**config.mk**
```make
export PLATFORM = sky130hd
export DESIGN_NAME = keypad_timer_entry
export DESIGN_NICKNAME = d
export VERILOG_FILES = /design/src/rtl/micro_waves_pkg.sv /design/src/rtl/prescaler_1hz.sv /design/src/rtl/keypad_timer_entry.sv
export SDC_FILE = /design/constraint.sdc
export NUM_CORES = 1
export LEC_CHECK = 0
export CAP_MARGIN = 10
export CORE_ASPECT_RATIO = 1.1
export CORE_UTILIZATION = 50
export CTS_CLUSTER_DIAMETER = 150
export DETAILED_ROUTE_END_ITERATION = 16
export PLACE_DENSITY = 0.72
export SLEW_MARGIN = 15
export SYNTH_ARGS = -nofsm -noshare
export SYNTH_HDL_FRONTEND = slang
export SYNTH_SLANG_ARGS = --single-unit
```
**constraint.sdc**
```tcl
create_clock -name clk -period 13.5 [get_ports clk]
set_input_delay 2.7 -clock clk [delete_from_list [all_inputs] [get_ports clk]]
set_output_delay 2.7 -clock clk [all_outputs]
set_load 0.01 [all_outputs]
```
**src/rtl/micro_waves_pkg.sv**
```systemverilog
// Shared definitions for the microwave timer chain: FSM encoding, key decode, clock default.
package micro_waves_pkg;

  localparam int CLK_HZ_DEFAULT = 1000;

  typedef enum logic [1:0] {
    ST_IDLE     = 2'd0,
    ST_DEBOUNCE = 2'd1,
    ST_LOAD     = 2'd2,
    ST_WAIT_REL = 2'd3
  } state_e;

  // Callers guarantee a one-hot input; index of the set bit is the BCD digit.
  function automatic logic [3:0] onehot_to_bcd(input logic [9:0] oh);
    logic [3:0] bcd;
    bcd = 4'd0;
    for (int i = 0; i < 10; i++)
      if (oh[i]) bcd = 4'(i);
    return bcd;
  endfunction

endpackage

```
**src/rtl/prescaler_1hz.sv**
```systemverilog
// Free-running divider: one-cycle pulse every CLK_HZ clocks.
module prescaler_1hz
  import micro_waves_pkg::*;
#(
  parameter int CLK_HZ = CLK_HZ_DEFAULT
) (
  input  logic clk,
  input  logic clearn,
  output logic pgt_1hz
);

  localparam int CW = (CLK_HZ > 2) ? $clog2(CLK_HZ) : 1;
  localparam logic [CW-1:0] LAST = CW'(CLK_HZ - 1);

  logic [CW-1:0] cnt_q, cnt_d;
  logic          pgt_q;

  assign cnt_d = (cnt_q == LAST) ? '0 : cnt_q + 1'b1;

  // Pulse is registered alongside the count so it is high exactly while cnt_q==LAST.
  always_ff @(posedge clk) begin
    if (!clearn) begin
      cnt_q <= '0;
      pgt_q <= 1'b0;
    end else begin
      cnt_q <= cnt_d;
      pgt_q <= (cnt_d == LAST);
    end
  end

  assign pgt_1hz = pgt_q;

endmodule

```
**src/rtl/keypad_timer_entry.sv**
```systemverilog
// Keypad capture, debounce and digit load strobes for the min/sec timer, plus 1 Hz enable.
// Optional KEYPAD_MULTIKEY_ERR_EN adds a sticky key_err output for multi-key presses.
module keypad_timer_entry
  import micro_waves_pkg::*;
#(
  parameter int CLK_HZ          = CLK_HZ_DEFAULT,
  parameter int DEBOUNCE_CYCLES = 4,
  parameter int MAX_DIGITS      = 3
) (
  input  logic       clk,
  input  logic       clearn,
  input  logic [9:0] keypad,
  input  logic       entry_en,
  output logic [3:0] d,
  output logic       loadn,
  output logic       pgt_1hz,
`ifdef KEYPAD_MULTIKEY_ERR_EN
  output logic       key_err,
`endif
  output logic [1:0] digit_count
);

  localparam int DW = (DEBOUNCE_CYCLES > 1) ? $clog2(DEBOUNCE_CYCLES + 1) : 1;
  localparam logic [DW-1:0] DBC_LAST = DW'(DEBOUNCE_CYCLES - 1);
  localparam logic [1:0]    DIG_MAX  = 2'(MAX_DIGITS);

  state_e        state_q, state_d;
  logic [9:0]    key_q, key_d;
  logic [DW-1:0] dbc_q, dbc_d;
  logic [3:0]    d_q, d_d;
  logic [1:0]    dig_q, dig_d;
  logic          one_hot;

  assign one_hot = $onehot(keypad);

`ifdef KEYPAD_MULTIKEY_ERR_EN
  logic multi;
  logic err_q, err_d;
  assign multi   = (keypad != 10'd0) && !one_hot;
  assign err_d   = err_q | (multi && (state_q == ST_IDLE || state_q == ST_DEBOUNCE));
  assign key_err = err_q;
`endif

  always_comb begin
    state_d = state_q;
    key_d   = key_q;
    dbc_d   = dbc_q;
    d_d     = d_q;
    dig_d   = dig_q;
    case (state_q)
      ST_IDLE:
        if (one_hot && entry_en && dig_q < DIG_MAX) begin
          key_d   = keypad;
          dbc_d   = '0;
          state_d = ST_DEBOUNCE;
        end
      ST_DEBOUNCE: begin
`ifdef KEYPAD_MULTIKEY_ERR_EN
        if (multi) state_d = ST_WAIT_REL;
        else
`endif
        if (keypad != key_q) state_d = ST_IDLE;
        else if (!entry_en)  state_d = ST_WAIT_REL;
        else begin
          dbc_d = dbc_q + 1'b1;
          // d and the count update on the LOAD entry edge so d is stable while loadn is low.
          if (dbc_q == DBC_LAST) begin
            state_d = ST_LOAD;
            d_d     = onehot_to_bcd(key_q);
            dig_d   = dig_q + 1'b1;
          end
        end
      end
      ST_LOAD:     state_d = ST_WAIT_REL;
      ST_WAIT_REL: if (keypad == 10'd0) state_d = ST_IDLE;
      default:     state_d = ST_IDLE;
    endcase
  end

  always_ff @(posedge clk) begin
    if (!clearn) begin
      state_q <= ST_IDLE;
      key_q   <= '0;
      dbc_q   <= '0;
      d_q     <= '0;
      dig_q   <= '0;
`ifdef KEYPAD_MULTIKEY_ERR_EN
      err_q   <= 1'b0;
`endif
    end else begin
      state_q <= state_d;
      key_q   <= key_d;
      dbc_q   <= dbc_d;
      d_q     <= d_d;
      dig_q   <= dig_d;
`ifdef KEYPAD_MULTIKEY_ERR_EN
      err_q   <= err_d;
`endif
    end
  end

  assign loadn       = (state_q != ST_LOAD);
  assign d           = d_q;
  assign digit_count = dig_q;

  prescaler_1hz #(.CLK_HZ(CLK_HZ)) u_presc (
    .clk     (clk),
    .clearn  (clearn),
    .pgt_1hz (pgt_1hz)
  );

endmodule

```
# Word level (Yosys, flattened, before mapping)
# Index checks and enable logic that the tools add are counted.
# Widths: inputs -> output; s select.
[totals]
register_bits = 32
in_bits = 13
out_inout_bits = 8
elab_cells = 64
[op_classes]
add_sub_neg = 12
n_lt_le_gt_ge = 1
eq_ne = 14
muxes = 20
bitwise = 1
reduce_logical = 9
[op_table]
columns = ["operator", "n"]
rows = [
  ["$mux 4", 8],
  ["$eq 10x10->1 const B", 2],
  ["$add 1x1->2", 5],
  ["$add 10x1->10 const B", 1],
  ["$logic_not 10->1", 1],
  ["$mux 10", 1],
  ["$mux 2", 5],
  ["$ne 10x10->1", 1],
  ["$ne 2x2->1 const B", 5],
  ["$mux 3", 3],
  ["$pmux 2 s4", 1],
  ["$reduce_and 4->1", 2],
  ["$add 2x2->3", 2],
  ["$pmux 3 s2", 1],
  ["$add 3x3->4", 1],
  ["$add 4x2->4", 1],
  ["$eq 2x2->1 const B", 2],
  ["$eq 4x1->1 const B", 1],
  ["$ne 4x4->1 const B", 1],
  ["$add 3x1->3 const B", 1],
  ["$eq 3x2->1 const B", 1],
  ["$reduce_and 3->1", 1],
  ["$add 2x1->2 const B", 1],
  ["$eq 2x1->1 const B", 1],
  ["other kinds (7)", 8],
]

# Logic depth before layout (Yosys ltp)
[depth]
ltp_word = 9
mapped_depth = 14
ltp_nobuf = 13

# Hierarchy
# A second synthesis with hierarchy kept.
[hier_totals]
hier_cells = 211
area_unflattened_um2 = 1884.3
[by_module_without_submodules]
columns = ["module", "instances", "cells_each", "area_per_inst_um2", "seq_area_each_um2"]
rows = [
  ["keypad_timer_entry", 1, 150, 1322.5, 420.4],
  ["prescaler_1hz", 1, 61, 561.8, 220.2],
]

# Worst setup path after synthesis
# No wires, ideal clock.
[synth_timing]
kind = "input to register"
start = "in keypad[0]"
end = "reg key_q[3]"
setup_time_ns = 0.129
arrival_ns = 6.014
t_required_ns = 13.371
setup_slack_ns = 7.357
cell_stages = 14
path_buffers = 1
cell_sequence = "fa_1 > fa_1 > inv_1 > fa_1 > inv_1 > ha_1 > inv_1 > fa_1 > a2111o_1 > a21oi_1 > nor3b_1 > buf_4 > mux2i_1 > nor2_1"
[synth_via]
elab_chain_cells = 8
[synth_lines]
columns = ["item", "line_no", "text"]
rows = [
  ["from (decl)", "keypad_timer_entry.sv:12", "input logic [9:0] keypad,"],
  ["$add 1x1->2 (not written as such)", "keypad_timer_entry.sv:34", "assign one_hot = $onehot(keypad);"],
  ["$add 2x2->3 (not written as such)", "keypad_timer_entry.sv:34", ""],
  ["$add 3x3->4 (not written as such)", "keypad_timer_entry.sv:34", ""],
  ["$add 4x2->4 (not written as such)", "keypad_timer_entry.sv:34", ""],
  ["$eq 4x1->1", "keypad_timer_entry.sv:34", ""],
  ["$logic_and 1x1->1 (2 in series)", "keypad_timer_entry.sv:52", "if (one_hot && entry_en && dig_q < DIG_MAX) begin"],
  ["$reduce_and 2->1 (no line)", "--", ""],
  ["to (signal assigned)", "keypad_timer_entry.sv:92", "key_q <= key_d;"],
  ["to (decl)", "keypad_timer_entry.sv:28", "logic [9:0] key_q, key_d;"],
]
# Every way passes these cells.
# A chain may end at the register's enable or synchronous reset.

# Final worst setup path
[layout_timing]
start = "in keypad[3]"
end = "reg dbc_q[2]"
[layout_via]
elab_chain_cells = 9
elab_cells_between_ends = 11
classes_between = "4 x add/sub; 4 x eq/ne; 3 x reduce/logical"
[layout_lines]
columns = ["item", "line_no", "text"]
rows = [
  ["$add 1x1->2 (not written as such)", "keypad_timer_entry.sv:34", ""],
  ["$add 2x2->3 (not written as such)", "keypad_timer_entry.sv:34", ""],
  ["$add 3x3->4 (not written as such)", "keypad_timer_entry.sv:34", ""],
  ["$add 4x2->4 (not written as such)", "keypad_timer_entry.sv:34", ""],
  ["$eq 4x1->1", "keypad_timer_entry.sv:34", ""],
  ["$logic_and 1x1->1 (2 in series)", "keypad_timer_entry.sv:52", ""],
  ["$ne 2x2->1 (no line)", "--", ""],
  ["$reduce_and 4->1 (no line) (*)", "--", ""],
  ["to (signal assigned)", "keypad_timer_entry.sv:84", "dbc_q <= '0;"],
  ["to (signal assigned)", "keypad_timer_entry.sv:93", "dbc_q <= dbc_d;"],
  ["to (decl)", "keypad_timer_entry.sv:29", "logic [DW-1:0] dbc_q, dbc_d;"],
]
# Every way passes the cells marked *; elsewhere a longest branch is shown, timed or not.

==> results.json <==
{
  "seq_area_frac_synth_pct": 35.5,
  "crit_chain": "clkdlybuf4s50_1 -> fa_1 -> fa_1 -> inv_1 -> fa_1 -> inv_1 -> ha_1 -> inv_1 -> fa_1 -> a2111o_1 -> a21oi_1 -> nor3b_2 -> o21a_1 -> o32ai_1",
  "cts-root-to-sink-buffers": 2,
  "routedLengthMet1_um": 1410,
  "critical_path.n_buffers_inverters": 4,
  "numPlacedInstances": 263,
  "start_util_pct": 53.3,
  "layout.cells.most_common_list": "sky130_fd_sc_hd__dfxtp_1, sky130_fd_sc_hd__nor2_1, sky130_fd_sc_hd__inv_1, sky130_fd_sc_hd__clkdlybuf4s50_1, sky130_fd_sc_hd__mux2i_1",
  "power.leakage_nw": 0.785,
  "timing.critical_path.max_delay_family": "adder cells",
  "crit_path_max_incr_delay_ns": 0.88,
  "gp_congestion": 0.852,
  "ys_seq_elements": 32,
  "max-cap-violations": 0,
  "synth_edf_count": 0,
  "routedWlPerCell_um": 13.2,
  "critical_path.most_common_cell": "sky130_fd_sc_hd__fa_1",
  "synth.avg_cell_area_sq_um": 8.93,
  "globalRouteTotalUtil_pct": 21.2,
  "floorplan.rows": 22,
  "grt_antenna_before_repair": 0,
  "total_nets_after_synthesis": 229,
  "remaining_drc_errors": 0,
  "rsz0062_at_grt": "no",
  "route.top_layer_used": "met4",
  "timing.hold.ws_ns": 0.474,
  "tritoncts": "yes",
  "slowest_cell_on_the_critical_path": "sky130_fd_sc_hd__nor3b_2",
  "met3_wirelength_um": 129,
  "cts_max_level": 2,
  "detail_route.iter0.violations": 61,
  "setup_viol": 0,
  "flow.area_growth_from_synthesis_pct": 16.8,
  "power_per_cell_area_nw_per_um2": 108,
  "async_set_or_reset_flop_fraction_in_the_synthesized_netlist_pct": 0,
  "via_count": 1500,
  "synth_flop_cell": "sky130_fd_sc_hd__dfxtp_1",
  "final_max_slew_viol_count": 0,
  "buffer_ports.inserted": 20,
  "final_antenna_net_count": 0,
  "timing_worst_slew_pin_value_ns": 1.07,
  "grt_pass1_vias": 1475,
  "post-cts-setup-buffers": 0,
  "hold_buffers": 0,
  "run_status": "complete, no violations",
  "wire_length_of_the_first_global_routing_pass_um": 6030,
  "timing.fmax_mhz": 142,
  "postCtsResizedCells": 0,
  "wire_length_after_detailed_routing_um": 3590,
  "num_io_pins": 21,
  "finalClockSkew_ns": 0.00537,
  "grt_start_max_net_pins": 22,
  "synthesized_instance_count": 202,
  "final-instance-count-excl-fill": 271,
  "viasPerCell": 5.54,
  "layout.nets": 249,
  "final.min_clock_period_ns": 7.04,
  "worstPathRequired_ns": 13.70,
  "total_number_of_yosys_warnings": 0,
  "period_share_pct": 52.1,
  "clk_pin_slew_worst_paths_ns": 0.10,
  "grt_remaining_overflow": 0,
  "tns_setup_ns": 0,
  "slew-limit-headroom_pct": 28.5,
  "endpoint_kind": "register",
  "cts_buffers": 5,
  "hold_viol_final": 0,
  "worst_ir_drop_vdd_uv": 71.8,
  "yosysUniqueCellTypes": 40,
  "cp.arrival_ns": 7.24,
  "cts_sinks": 32,
  "detailroute.wirelength.met2_um": 1910,
  "n_antenna_cell": 0,
  "path_max_fanout": 11,
  "core_region_area_sq_um": 3390,
  "path_class": "in -> reg",
  "mappedNetlistArea_sq_um": 1800,
  "ctsRootBufferMaster": "sky130_fd_sc_hd__clkbuf_4",
  "place_hpwl_um": 2750,
  "chipHeight_um": 65,
  "die_area_sq_um": 3850,
  "crit_path_start_kind": "input port",
  "worstSkewPairLatency_ns": 0.33,
  "layout_commonest_cell": "sky130_fd_sc_hd__dfxtp_1",
  "fin_total_pwr_w": 0.000227,
  "final_core_util_pct": 62.2,
  "detailedRoute.firstPassIterationCount": 5,
  "drive_above_1_share_pct": 6.73,
  "hold_class": "reg -> reg",
  "dieWidth_um": 59.3
}
[logic make-up after synthesis]
kind of cell / synth area share (%)
AO/OA/AOI/OAI: 11.6
XOR/XNOR: 7.77
adder cells (fa/ha/maj): 12.2
buffers and inverters: 6.52
flip-flops: 35.5
multiplexers: 7.21
AND/OR/NAND/NOR: 19.2
[per-layer routing]
metal,GRT usage (%),vias up
met5,0,-
li1,-,728
met2,39.5,39
met1,19.5,715
met4,13.1,0
met3,5.99,18
[area by class of cell]
| type | count | area [sq um] |
|---|---|---|
| tap | 48 | 60.1 |
| clock inverter | 2 | 35.0 |
| multi-input combinational | 142 | 1050 |
| timing repair buffer | 20 | 200 |
| sequential | 32 | 641 |
| clock buffer | 6 | 41.3 |
| fill | 310 | 1280 |
| inverter | 21 | 78.8 |
[registers in the layout, indices dropped and copies added, names as in the netlist, named ones only]
signal           cells
d                    4
dbc_q                3
digit_count          2
key_q               10
state_q              1
u_presc.cnt_q       10
u_presc.pgt_1hz      1
[cell usage after synthesis, types with 4 or more instances]
library cell | count | share of area, %
sky130_fd_sc_hd__a21oi_1 | 10 | 2.8
sky130_fd_sc_hd__o21ai_0 | 4 | 1.1
sky130_fd_sc_hd__nand2_1 | 11 | 2.3
sky130_fd_sc_hd__ha_1 | 8 | 5.5
sky130_fd_sc_hd__inv_1 | 21 | 4.4
sky130_fd_sc_hd__nand4_1 | 6 | 2.1
sky130_fd_sc_hd__mux2i_1 | 13 | 7.2
sky130_fd_sc_hd__xor2_1 | 4 | 1.9
sky130_fd_sc_hd__nand3_1 | 4 | 1.1
sky130_fd_sc_hd__xnor2_1 | 12 | 5.8
sky130_fd_sc_hd__nor2_1 | 27 | 5.6
sky130_fd_sc_hd__clkbuf_1 | 4 | 0.83
sky130_fd_sc_hd__fa_1 | 6 | 6.7
sky130_fd_sc_hd__dfxtp_1 | 32 | 36
[worst reg2reg max path: cells and delay by family, from the launching register on]
family                   cells  cell delay [ns]
adder cells (fa/ha/maj)      1             0.23
flip-flops                   1             0.35
AND/OR/NAND/NOR              2             1.07
AO/OA/AOI/OAI                3             0.55
[power breakdown]
group	leakage, nW	total (W)	switching (W)	internal [W]
registers	0.259	0.000105	0.00000560	0.0000991
clock network	0.0422	0.0000713	0.0000325	0.0000388
logic	0.484	0.0000506	0.0000261	0.0000245
total	0.785	0.000227	0.0000642	0.000162
[worst paths after layout]
| kind | start | end | slack (ns) | cells past startpoint |
|---|---|---|---|---|
| worst min-delay path | d[1]$_SDFFE_PN0P_ | d[1]$_SDFFE_PN0P_ | 0.47 | 2 |
| worst min register to register | d[1]$_SDFFE_PN0P_ | d[1]$_SDFFE_PN0P_ | 0.47 | 2 |
| worst max register to register | digit_count[0]$_SDFFE_PN0P_ | dbc_q[2]$_SDFFE_PN0P_ | 11.17 | 6 |
| worst max-delay path | keypad[3] | dbc_q[2]$_SDFFE_PN0P_ | 6.46 | 14 |
[stage by stage]
stage               instance area (sq um)  worst slack, ns
detailed placement                   2030             6.13
floorplan                            1800             7.36
global route                         2110             6.23
finish                               2110             6.46
global placement                     2030             6.27
CTS                                  2110             6.50
No activity file was read; power rests on OpenSTA's default activity.
